## src/rtl/fetch_if.sv

```systemverilog
// Signal bundle between the instruction-fetch stage and its environment:
// instruction-memory port, decode-side controls and the IF/ID register outputs.
interface fetch_if;
  logic [15:0] im_a;
  logic [15:0] im_rd;
  logic        stall;
  logic        redir_en;
  logic [15:0] redir_pc;
  logic        halt;
  logic [15:0] ifid_instr;
  logic [15:0] ifid_pc;
  logic [15:0] ifid_pcplus1;
  logic        ifid_valid;
  logic [15:0] fetch_count;
  logic [1:0]  state;

  modport master (
    output im_a, ifid_instr, ifid_pc, ifid_pcplus1, ifid_valid, fetch_count, state,
    input  im_rd, stall, redir_en, redir_pc, halt
  );

  modport slave (
    input  im_a, ifid_instr, ifid_pc, ifid_pcplus1, ifid_valid, fetch_count, state,
    output im_rd, stall, redir_en, redir_pc, halt
  );
endinterface

```

## src/rtl/fetch_stage.sv

```systemverilog
// Instruction-fetch stage: owns the PC, drives the instruction-memory address and
// fills the IF/ID register, with stall, redirect (one bubble) and halt handling.
module fetch_stage #(
  parameter logic [15:0] RESET_PC   = 16'd0,
  parameter int          ADDR_LIMIT = 64,
  parameter logic [15:0] NOP_INSTR  = 16'h0000
) (
  input  logic     clk,
  input  logic     rst_n,
  fetch_if.master  bus
);

  // Power-of-two depth lets the modulo wrap be a simple mask.
  localparam logic [15:0] ADDR_MASK = 16'(ADDR_LIMIT - 1);

  typedef enum logic [1:0] {
    BOOT   = 2'b00,
    RUN    = 2'b01,
    HALTED = 2'b10
  } state_t;

  state_t      state_q, state_d;
  logic [15:0] pc_q, pc_d;
  logic [15:0] instr_q, instr_d;
  logic [15:0] ifid_pc_q, ifid_pc_d;
  logic [15:0] plus1_q, plus1_d;
  logic        valid_q, valid_d;
  logic [15:0] count_q, count_d;
  logic [15:0] pc_inc;

  assign pc_inc = (pc_q + 16'd1) & ADDR_MASK;

  // NOTE: sequential state uses non-blocking assignments so every register
  // samples pre-edge values, independent of statement order.
  always_ff @(posedge clk or negedge rst_n) begin
    if (!rst_n) begin
      state_q   <= BOOT;
      pc_q      <= RESET_PC;
      instr_q   <= NOP_INSTR;
      ifid_pc_q <= 16'd0;
      plus1_q   <= 16'd0;
      valid_q   <= 1'b0;
      count_q   <= 16'd0;
    end else begin
      state_q   <= state_d;
      pc_q      <= pc_d;
      instr_q   <= instr_d;
      ifid_pc_q <= ifid_pc_d;
      plus1_q   <= plus1_d;
      valid_q   <= valid_d;
      count_q   <= count_d;
    end
  end

  // NOTE: every output of this block gets a hold default first, so no path
  // through the case leaves a signal unassigned and no latch is inferred.
  always_comb begin
    state_d   = state_q;
    pc_d      = pc_q;
    instr_d   = instr_q;
    ifid_pc_d = ifid_pc_q;
    plus1_d   = plus1_q;
    valid_d   = valid_q;
    count_d   = count_q;

    case (state_q)
      BOOT: state_d = RUN;

      RUN: begin
        if (bus.redir_en) begin
          // Squash the word being fetched; the PC fields keep their old values.
          pc_d    = bus.redir_pc & ADDR_MASK;
          instr_d = NOP_INSTR;
          valid_d = 1'b0;
        end else if (bus.stall) begin
          // Hold everything; decode keeps HALT asserted until the stall clears.
        end else if (bus.halt) begin
          state_d = HALTED;
          instr_d = NOP_INSTR;
          valid_d = 1'b0;
        end else begin
          instr_d   = bus.im_rd;
          ifid_pc_d = pc_q;
          plus1_d   = pc_inc;
          valid_d   = 1'b1;
          pc_d      = pc_inc;
          if (count_q != 16'hFFFF) count_d = count_q + 16'd1;
        end
      end

      HALTED: begin
      end

      default: state_d = BOOT;
    endcase
  end

  assign bus.im_a         = pc_q;
  assign bus.ifid_instr   = instr_q;
  assign bus.ifid_pc      = ifid_pc_q;
  assign bus.ifid_pcplus1 = plus1_q;
  assign bus.ifid_valid   = valid_q;
  assign bus.fetch_count  = count_q;
  assign bus.state        = state_q;

endmodule
```

## src/flat_wrapper.sv

```systemverilog
// flat-port wrapper written by rule: the top's interface ports become plain ports
module fetch_stage_flat 
#(
  parameter logic [15:0] RESET_PC   = 16'd0,
  parameter int          ADDR_LIMIT = 64,
  parameter logic [15:0] NOP_INSTR  = 16'h0000
)
  (clk, rst_n, bus_im_a, bus_ifid_instr, bus_ifid_pc, bus_ifid_pcplus1, bus_ifid_valid, bus_fetch_count, bus_state, bus_im_rd, bus_stall, bus_redir_en, bus_redir_pc, bus_halt);
  fetch_if bus_i ();
  input  logic clk;
  input  logic rst_n;
  output wire logic [$bits(bus_i.im_a)-1:0] bus_im_a;
  output wire logic [$bits(bus_i.ifid_instr)-1:0] bus_ifid_instr;
  output wire logic [$bits(bus_i.ifid_pc)-1:0] bus_ifid_pc;
  output wire logic [$bits(bus_i.ifid_pcplus1)-1:0] bus_ifid_pcplus1;
  output wire logic [$bits(bus_i.ifid_valid)-1:0] bus_ifid_valid;
  output wire logic [$bits(bus_i.fetch_count)-1:0] bus_fetch_count;
  output wire logic [$bits(bus_i.state)-1:0] bus_state;
  input wire logic [$bits(bus_i.im_rd)-1:0] bus_im_rd;
  input wire logic [$bits(bus_i.stall)-1:0] bus_stall;
  input wire logic [$bits(bus_i.redir_en)-1:0] bus_redir_en;
  input wire logic [$bits(bus_i.redir_pc)-1:0] bus_redir_pc;
  input wire logic [$bits(bus_i.halt)-1:0] bus_halt;
  assign bus_im_a = bus_i.im_a;
  assign bus_ifid_instr = bus_i.ifid_instr;
  assign bus_ifid_pc = bus_i.ifid_pc;
  assign bus_ifid_pcplus1 = bus_i.ifid_pcplus1;
  assign bus_ifid_valid = bus_i.ifid_valid;
  assign bus_fetch_count = bus_i.fetch_count;
  assign bus_state = bus_i.state;
  assign bus_i.im_rd = bus_im_rd;
  assign bus_i.stall = bus_stall;
  assign bus_i.redir_en = bus_redir_en;
  assign bus_i.redir_pc = bus_redir_pc;
  assign bus_i.halt = bus_halt;
  fetch_stage #(.RESET_PC(RESET_PC), .ADDR_LIMIT(ADDR_LIMIT), .NOP_INSTR(NOP_INSTR)) u_core (.clk(clk), .rst_n(rst_n), .bus(bus_i));
endmodule
```

## config.mk

```make
export PLATFORM = sky130hd
export DESIGN_NAME = fetch_stage_flat
export DESIGN_NICKNAME = d
export VERILOG_FILES = /design/src/rtl/fetch_if.sv /design/src/rtl/fetch_stage.sv /design/src/flat_wrapper.sv
export SDC_FILE = /design/constraint.sdc
export NUM_CORES = 1
export LEC_CHECK = 0
export ABC_CLOCK_PERIOD_IN_PS = 2400
export BUFFER_PORTS_ARGS = -buffer_cell sky130_fd_sc_hd__buf_2
export CAP_MARGIN = 10
export CORE_MARGIN = 10
export CORE_UTILIZATION = 45
export CTS_BUF_LIST = sky130_fd_sc_hd__clkbuf_8
export CTS_CLUSTER_SIZE = 30
export DETAILED_ROUTE_END_ITERATION = 7
export GPL_ROUTABILITY_DRIVEN = 0
export PLACE_DENSITY = 0.8
export SLEW_MARGIN = 15
export SYNTH_ARGS = -nofsm -noshare
export SYNTH_HDL_FRONTEND = slang
export SYNTH_SLANG_ARGS = --single-unit
```

## constraint.sdc

```tcl
create_clock -name clk -period 2.4 [get_ports clk]
set_input_delay 0.48 -clock clk [delete_from_list [all_inputs] [get_ports clk]]
set_output_delay 0.48 -clock clk [all_outputs]
set_load 0.02 [all_outputs]
```

==> results of run 1 <==
==> logic make-up after synthesis <==
| group | synth area share (%) |
|---|---|
| buf+inv | 10.44 |
| compound gates | 10.34 |
| simple gates | 19.86 |
| flops | 51.48 |
| fa+ha+maj | 0.9712 |
| other cells | 0.1456 |
| mux | 1.651 |
| xor+xnor | 5.100 |
==> worst paths after layout <==
check                                       from                         to  slack [ns]  cells after the start
setup / recovery             u_core.bus.state[1]  u_core.bus.fetch_count[1]        0.33                      4
hold / removal                             rst_n  u_core.bus.fetch_count[5]        0.17                      1
setup reg to reg             u_core.bus.state[1]  u_core.bus.fetch_count[1]        0.33                      4
hold reg to reg            u_core.bus.ifid_pc[5]      u_core.bus.ifid_pc[5]        0.48                      2
max in group asynchronous                  rst_n      u_core.bus.ifid_pc[5]        1.68                      2
min in group clk                    bus_im_rd[0]   u_core.bus.ifid_instr[0]        0.39                      2
==> metal layers <==
layer  GRT usage [%]  share of wire [%]  vias to the layer above
li1                -                  -                      959
met1           16.82                 40                      950
met2           23.36                 49                       75
met3           6.441                 10                        5
met4           2.948               0.30                        0
met5               0                  0                        -
==> flip-flops by register name, indices dropped and copies added, names as in the netlist <==
| signal | count |
|---|---|
| u_core.bus.fetch_count | 16 |
| u_core.bus.ifid_instr | 16 |
| u_core.bus.ifid_pc | 6 |
| u_core.bus.ifid_pcplus1 | 6 |
| u_core.bus.im_a | 6 |
| u_core.bus.state | 2 |
| u_core.bus.ifid_valid | 1 |
==> cell usage after synthesis, types with 2 or more instances <==
library cell / number / area (um2)
nor3_1: 2 / 10.01
ha_1: 2 / 25.02
o21ai_1: 4 / 20.02
a21oi_1: 2 / 10.01
o21ai_0: 4 / 20.02
dfrtp_1: 53 / 1326
and4_1: 4 / 35.03
and3_1: 4 / 25.02
clkbuf_1: 5 / 18.77
xnor2_1: 8 / 70.07
buf_2: 2 / 10.01
nand3_1: 7 / 35.03
nor3b_1: 2 / 15.01
nor2_1: 11 / 41.29
xor2_1: 7 / 61.31
buf_4: 30 / 225.2
nand4_1: 10 / 62.56
nor4_4: 2 / 42.54
nor3_2: 2 / 20.02
nand2_1: 35 / 131.4
mux2i_1: 2 / 20.02
a22oi_1: 2 / 15.01
nand2b_1: 4 / 25.02
a22o_1: 16 / 140.1
a31oi_1: 2 / 12.51
inv_1: 4 / 15.01
==> critical path, stage by stage (launching register included) <==
cell and delay [ns]:
dfrtp_1 0.43, or4b_4 0.60, or2_1 0.37, nor2_1 0.22, mux2_1 0.34
==> final cells by class <==
| class | instances | area, um2 | share of cell area [%] |
|---|---|---|---|
| Clock buffer | 7 | 96.34 | 3.122 |
| Multi-Input combinational cell | 177 | 1092 | 35.40 |
| Sequential cell | 53 | 1326 | 42.98 |
| Clock inverter | 1 | 5.005 | 0.1622 |
| Inverter | 4 | 15.01 | 0.4866 |
| Tap cell | 72 | 90.09 | 2.920 |
| Timing Repair Buffer | 86 | 460.4 | 14.92 |
==> power groups by stage <==
stage / Clock (mW) / Sequential [mW] / Combinational [mW]
6_report: 0.545 / 1.20 / 0.784
5_1_grt: 0.611 / 1.23 / 0.868
4_1_cts: 0.565 / 1.20 / 0.799
3_5_place_dp: 0 / 1.21 / 0.799
3_3_place_gp: 0 / 1.20 / 0.777
2_1_floorplan: 0 / 1.40 / 0.335
==> impl_results.md, run 1 <==
- Largest net degree at the start of global routing: 29
- Clk slew on worst S/H paths: roughly 0.09 ns
- Sinks on the clock net: 53
- Initial DRC count: 90
- Area after DPL: 2984 um2
- Detail Route Antenna Nets: 0
- Synth unique cells: 42
- Worst setup EP type: flip-flop
- Min Tclk post-route: 2.068 ns
- GR Overflow Total: 0
- Final Total Pwr: 2.531 mW
- Design Area, Final: roughly 3100 um2
- # diodes: 0
- Max cap viols: 0
- Die W: between 90 and 100 um
- Die H: around 96 um
- Rel. slew slack: 56.41%
- Crit path max fanout: 8
- CTS Buffer Depth: 2
- Crit start category: flip-flop
- Synth Cell Area: between 2000 and 3000 um2
- Sw Ratio: between 30 and 40%
- DRC viols: 0
- Final clock skew: between 0.01 and 0.015 ns
- Layout cell share with drive strength beyond 1: between 30% and 40%
- Hold/Removal Path Class: in2async
- I/O Buffers: 79
- Post-synthesis sequential area ratio: a little over 50%
- Avg WL per Cell: about 16 um
- Setup TNS: 0 ns
- Ys flop type: dfrtp_1
- Drt pass-1 iters: 4
- Required time of the critical path: around 2.6 ns
- RSZ-0062 raised after global routing: no
- Sw power: between 0.9 and 1 mW
- Flop pwr share: between 40% and 50%
- Total track usage: between 10% and 20%
- Final worst slack: between 0.3 and 0.4 ns
- Ys Warns: 0
- Int Power: ~1.6 mW
- Final Cycle Share: between 80% and 90%
- First-pass GRT wire length: ~10 mm
- Peak VDD IR: slightly below 0.5 mV
- I/O Pins: 120
- Synthesized area per cell: 10.65 um2
- Async SR Flop Fraction: between 90% and 100%
- Fin util: about 56%
- Syn Inst Count: between 200 and 250
- # setup viols final: 0
- DP HPWL: 4.929 mm
- CTS tree: yes
- Core area: ~5500 um2
- Std-Cell Rows: 27
- Tightest Pin Transition: 0.6520 ns
- Yosys reg bits: 53
- Max-slew violations: 0
- Hold slack: between 0.15 and 0.2 ns
- Post-CTS Resized: 0
- Antenna violations before repair: 0
- Most frequent cells in the layout: buf_2 (79), dfrtp_1 (53), nand2_1 (35)
- Total wire length: 6.327 mm
- H-tree Lvls: 2
- Initial core utilization: 46.50%
- CP arrival: roughly 2.3 ns
- Commonest non-fill, non-tap cell in the layout: buf_2
- F_max: between 0.4 and 0.5 GHz
- Clock share of power: 21.5%
- Final non-filler cell total: 400
- Die area: 9152 um2
- Power density over the cells: a little over 800 nW/um2
- Clock root buffer: clkbuf_8
- Dpl ws: 0.1768 ns
- Filler cell count in the final layout: roughly 510
- Status: finished clean
- Fin. Hold Viols: 0
- Post-synth EDFFs: 0
- DP Cell Count: just under 400
- Vias: roughly 2000
- Post-CTS Hold Buffers: 0
- Vias in the first global route: 2059
- Area grow syn2layout: 19.77%
- Num CTS Buffers: 5
- Layout Nets: roughly 370
- Skew-Pair Late Insertion Delay: between 0.3 and 0.4 ns
- Comb power frac: around 31%
- Setup Buffers After CTS: 0
- Leakage Power: roughly 1.7 nW
- WS Path Type: reg2reg
- Vias per cell: between 4 and 5
Power figures use the tool's default switching activity.
==> run 2, diff against run 1 <==
Settings changed: PLACE_DENSITY 0.8 to not set, PLACE_DENSITY_LB_ADDON set to 0.25, SLEW_MARGIN 15 to not set.
==> impl_results.md, run 2 (synthesis gave the netlist of run 1 again) <==
- Status: finished clean
- Crit start category: flip-flop
- Hold slack: 0.2768 ns (+0.1058 ns)
- WS Path Type: reg2reg
- Fin. Hold Viols: 0 (unchanged)
- Peak VDD IR: 0.4523 mV (-8.0%)
- Power density over the cells: 810.4 nW/um2 (-1.2%)
- Hold/Removal Path Class: in2async
- Reg2Reg Depth: 4 (unchanged)
- I/O Buffers: 79 (unchanged)
- Fin util: 55.40% (-0.29 points)
- Setup Buffers After CTS: 0 (unchanged)
- CTS tree: yes
- Largest net degree at the start of global routing: 54 (+86%)
- Initial DRC count: 62 (-31%)
- Layout Nets: 367 (+0.27%)
- Avg WL per Cell: 15.23 um (-3.7%)
- Design Area, Final: 3069 um2 (-0.53%)
- Total track usage: 13.80% (-0.43 points)
- Detail Route Antenna Nets: 0 (unchanged)
- Crit path cell chain: or4b_4 -> or2_1 -> nor2_1 -> mux2_1
- Leakage Power: 1.660 nW (-0.54%)
- Total wire length: 6.109 mm (-3.4%)
- Post-CTS Resized: 0 (unchanged)
- GR Overflow Total: 0 (unchanged)
- CP arrival: 2.23 ns (-0.02 ns)
- Max-slew violations: 0 (unchanged)
- Vias in the first global route: 2030 (-1.4%)
- Area after DPL: 2979 um2 (-0.17%)
- CP peak stage delay: 0.59 ns (about the same)
- Tightest Pin Transition: 0.6632 ns (+0.01117 ns)
- Required time of the critical path: 2.60 ns (+0.02 ns)
- CTS Buffer Depth: 2 (unchanged)
- Crit path max fanout: 7 (-1)
- Vias per cell: 4.870 (-2.1%)
- Sinks on the clock net: 53 (unchanged)
- Max cap viols: 0 (unchanged)
- Initial core utilization: 46.50% (unchanged)
- Final non-filler cell total: 401 (+0.25%)
- Clock root buffer: clkbuf_8
- Dpl ws: 0.2088 ns (+0.03203 ns)
- Die area: 9152 um2 (unchanged)
- Filler cell count in the final layout: 534 (+4.5%)
- Final Total Pwr: 2.487 mW (-1.7%)
- Drt pass-1 iters: 4 (unchanged)
- I/O Pins: 120 (unchanged)
- Die H: 95.67 um (unchanged)
- Post-CTS Hold Buffers: 0 (unchanged)
- Die W: 95.67 um (unchanged)
- Multi-input gate area: 1092 um2 (unchanged)
- Final Cycle Share: 84.64% (-1.5 points)
- Std-Cell Rows: 27 (unchanged)
- DRC viols: 0 (unchanged)
- CP max stage cell: or4b_4
- RSZ-0062 raised after global routing: no
- Register area: 1326 um2 (unchanged)
- Setup TNS: 0 ns (unchanged)
- Clk slew on worst S/H paths: 0.10 ns (about the same)
- H-tree Lvls: 2 (unchanged)
- Final clock skew: 0.008836 ns (-0.005562 ns)
- Core area: 5540 um2 (unchanged)
- # setup viols final: 0 (unchanged)
- Worst setup EP type: flip-flop
- DP Cell Count: 393 (+0.26%)
- F_max: 0.4923 GHz (+1.8%)
- # diodes: 0 (unchanged)
- Min Tclk post-route: 2.031 ns (-0.03682 ns)
- Num CTS Buffers: 5 (unchanged)
- Most frequent cells in the layout: buf_2 (79), dfrtp_1 (53), nand2_1 (35)
- Area grow syn2layout: 19.14%
- Vias: 1953 (-1.8%)
- Final worst slack: 0.3688 ns (+0.03682 ns)
- First-pass GRT wire length: 9.991 mm (-2.8%)
- Antenna violations before repair: 0 (unchanged)
- Rel. slew slack: 55.79% (-0.62 points)
- Commonest non-fill, non-tap cell in the layout: buf_2
- Layout cell share with drive strength beyond 1: 31.61% (+0.21 points)
- Skew-Pair Late Insertion Delay: 0.31 ns (about the same)
- DP HPWL: 4.687 mm (-4.9%)
==> run 2: changes by cell type in the layout (fill, tap and decap cells not counted) <==
cell / delta
clkbuf_8: -2
buf_4: +2
inv_6: +1
clkinvlp_4: +1
buf_12: -1
==> run 2: power breakdown <==
group          leakage, nW  internal (mW)  switching, mW
clock               0.0445          0.208          0.303
sequential           0.688           1.05          0.140
combinational        0.927          0.277          0.508
total                 1.66           1.54          0.951
==> run 2: final cells by class <==
class / instances / area share, %
tap: 72 / 2.935
clock inverter: 3 / 0.6930
inverter: 4 / 0.4892
timing repair buffer: 87 / 14.84
clock buffer: 5 / 2.242
sequential: 53 / 43.21
multi-input combinational: 177 / 35.59
==> run 2: path summary, 6_finish.rpt <==
path	startpoint	to	slack, ns
max	u_core.bus.state[1]	u_core.bus.fetch_count[1]	0.37
min	rst_n	u_core.bus.fetch_count[7]	0.28
max reg2reg	u_core.bus.state[1]	u_core.bus.fetch_count[1]	0.37
min reg2reg	u_core.bus.ifid_pc[4]	u_core.bus.ifid_pc[4]	0.47
max in group asynchronous	rst_n	u_core.bus.ifid_pc[4]	1.68
min in group clk	bus_im_rd[14]	u_core.bus.ifid_instr[14]	0.38
==> run 2: critical path, delay by kind of cell, from the launching register on <==
family | cells | cell delay [ns]
flops | 1 | 0.42
mux | 1 | 0.34
simple gates | 3 | 1.16
==> run 2: routing by layer <==
| layer | GRT usage (%) | routed length [um] | share of wire (%) |
|---|---|---|---|
| met1 | 16.37 | 2540 | 42 |
| met2 | 22.46 | 2957 | 48 |
| met3 | 5.420 | 516 | 8.4 |
| met4 | 4.423 | 95 | 1.6 |
| met5 | 0 | 0 | 0 |
==> run 3, diff against run 2 <==
Settings changed: ABC_CLOCK_PERIOD_IN_PS 2400 to 1600, CORE_UTILIZATION 45 to 43.
Clock period 2.4 ns to 1.6 ns, I/O delays scaled along.
==> impl_results.md, run 3 (synthesis gave the netlist of run 1 again) <==
- Status: complete, but fails checks
- Failing checks: setup timing
- Die W: 97.40 um (+1.8%)
- Final clock skew: 0.008243 ns (-0.0005921 ns)
- CTS Buffer Depth: 2 (unchanged)
- Filler cell count in the final layout: 527 (-1.3%)
- Initial DRC count: 112 (+81%)
- Layout Nets: 397 (+8.2%)
- Max-slew violations: 0 (unchanged)
- Detail Route Antenna Nets: 0 (unchanged)
- Total track usage: 12.95% (-0.85 points)
- Sinks on the clock net: 53 (unchanged)
- Num CTS Buffers: 5 (unchanged)
- Vias in the first global route: 2146 (+5.7%)
- Fin. Hold Viols: 0 (unchanged)
- Sw power: 1.447 mW (+52%)
- Vias: 2054 (+5.2%)
- Worst setup EP type: flip-flop
- Antenna violations before repair: 0 (unchanged)
- Most frequent cells in the layout: buf_2 (79), dfrtp_1 (49), nand2_1 (35)
- Power density over the cells: 1145 nW/um2 (+41%)
- I/O Buffers: 79 (unchanged)
- Drt pass-1 iters: 4 (unchanged)
- Flop pwr share: 44.3% (-3.6 points)
- Worst Hold Launch: bus_im_rd[4]
- Die H: 97.40 um (+1.8%)
- Multi-input gate area: 1177 um2 (+7.8%)
- Comb power frac: 35.5% (+3.9 points)
- WS Path Type: reg2reg
- Min Tclk post-route: 1.803 ns (-0.2286 ns)
- Commonest non-fill, non-tap cell in the layout: buf_2
- Max cap viols: 0 (unchanged)
- Int Power: 2.469 mW (+61%)
- GR Overflow Total: 0 (unchanged)
- Clk slew on worst S/H paths: 0.09 ns (about the same)
- Vias per cell: 4.733 (-2.8%)
- First-pass GRT wire length: 10.43 mm (+4.3%)
- H-tree Lvls: 2 (unchanged)
- # diodes: 0 (unchanged)
- DP HPWL: 4.803 mm (+2.5%)
- Largest net degree at the start of global routing: 54 (unchanged)
- CTS tree: yes
- Core area: 5886 um2 (+6.2%)
- I/O Pins: 120 (unchanged)
- Crit start category: flip-flop
- Hold/Removal Path Class: in2reg
- CP arrival: 2.03 ns (-0.20 ns)
- F_max: 0.5547 GHz (+13%)
- RSZ-0062 raised after global routing: yes
- FF-to-FF End: u_core.bus.fetch_count[2]
- Clock root buffer: clkbuf_8
- Skew-Pair Late Insertion Delay: 0.31 ns (about the same)
- Worst R2R Start: u_core.bus.state[1]
- Initial core utilization: 43.77% (-2.7 points)
- Avg WL per Cell: 14.60 um (-4.2%)
- Reg2Reg Depth: 5 (+1)
- Final Cycle Share: 112.7% (+28 points)
- Required time of the critical path: 1.83 ns (-0.77 ns)
- Leakage Power: 1.833 nW (+10%)
- DRC viols: 0 (unchanged)
- Final Total Pwr: 3.916 mW (+57%)
- Final non-filler cell total: 434 (+8.2%)
- Hold slack: 0.2306 ns (-0.04620 ns)
- Std-Cell Rows: 28 (+3.7%)
- Setup TNS: -2.593 ns (-2.593 ns)
- Fin util: 58.12% (+2.7 points)
- Sw Ratio: 36.96% (-1.3 points)
- Die area: 9487 um2 (+3.7%)
- Register area: 1331 um2 (+0.38%)
- Reg-to-reg setup timing slack: -0.20 ns (-0.57 ns)
- WHS Endpoint: u_core.bus.ifid_instr[4]
- Hold depth: 2
- Final worst slack: -0.2027 ns (-0.5714 ns)
- DP Cell Count: 422 (+7.4%)
- # setup viols final: 26 (+26)
- Area grow syn2layout: 32.78%
- Layout cell share with drive strength beyond 1: 40.67% (+9.1 points)
- Clock share of power: 20.2% (-0.3 points)
- Total wire length: 6.337 mm (+3.7%)
- Peak VDD IR: 0.6707 mV (+48%)
- Crit path max fanout: 6 (-1)
[run 3: cell types whose count changed in the layout (fill, tap and decap cells not counted), sizes merged]
| cell | delta |
|---|---|
| buf | +29 |
| clkbuf | +1 |
| clkinv | +1 |
| clkinvlp | -1 |
| dlygate4sd3 | +1 |
| inv | -1 |
[run 3: area by class of cell]
cell class              count  area share (%)
inverters                   4          0.4389
flip-flops and latches     53           38.92
repair buffers            117           20.67
well taps                  75           2.743
clock buffers               6           2.414
clock inverters             2          0.4023
multi-input cells         177           34.42
[run 3: how the worst max path moves through the flow]
stage	from	to	slack [ns]	depth (start not counted)
after floorplan	u_core.bus.state[1]	u_core.bus.fetch_count[1]	-0.26	5
after global placement	bus_stall	u_core.bus.fetch_count[3]	-0.33	5
after detailed placement	bus_stall	u_core.bus.fetch_count[3]	-0.38	5
after CTS	u_core.bus.state[1]	u_core.bus.fetch_count[3]	-0.18	4
after global routing	u_core.bus.state[1]	u_core.bus.fetch_count[2]	-0.25	5
final	u_core.bus.state[1]	u_core.bus.fetch_count[2]	-0.20	5
[run 3: power by group through the flow]
stage | combinational (mW) | clock, mW | sequential [mW]
after global placement | 1.35 | 0 | 1.75
after CTS | 1.39 | 0.814 | 1.74
after detailed placement | 1.38 | 0 | 1.76
after global routing | 1.54 | 0.870 | 1.78
final | 1.39 | 0.791 | 1.73
after floorplan | 0.521 | 0 | 2.10
[run 3: through the flow]
step / cell area (um2) / worst slack, ns
4_1_cts: 3367 / -0.1824
6_report: 3421 / -0.2027
3_3_place_gp: 3207 / -0.3265
5_1_grt: 3421 / -0.2545
2_1_floorplan: 2720 / -0.2584
3_5_place_dp: 3207 / -0.3751
[run 3: metal layers]
layer / GRT usage (%) / vias up / wire [um]
li1: - / 1015 / -
met1: 15.93 / 960 / 2707
met2: 20.80 / 74 / 3092
met3: 4.410 / 5 / 466
met4: 4.027 / 0 / 70
met5: 0 / - / 0
[run 3: what timing repair did]
action,4_1_cts,5_1_grt
resized for setup,9,6
hold buffers,1,0
pin swaps,11,8
gates cloned,0,0
hold endpoints to repair,4,0
setup buffers,1,2
setup endpoints to repair,30,45
[run 3: worst max-delay path: stages (launching register included)]
cell	delay, ns
dfrtp_2	0.41
or4b_4	0.53
or2_4	0.30
buf_4	0.14
nor3b_2	0.18
xor2_1	0.17
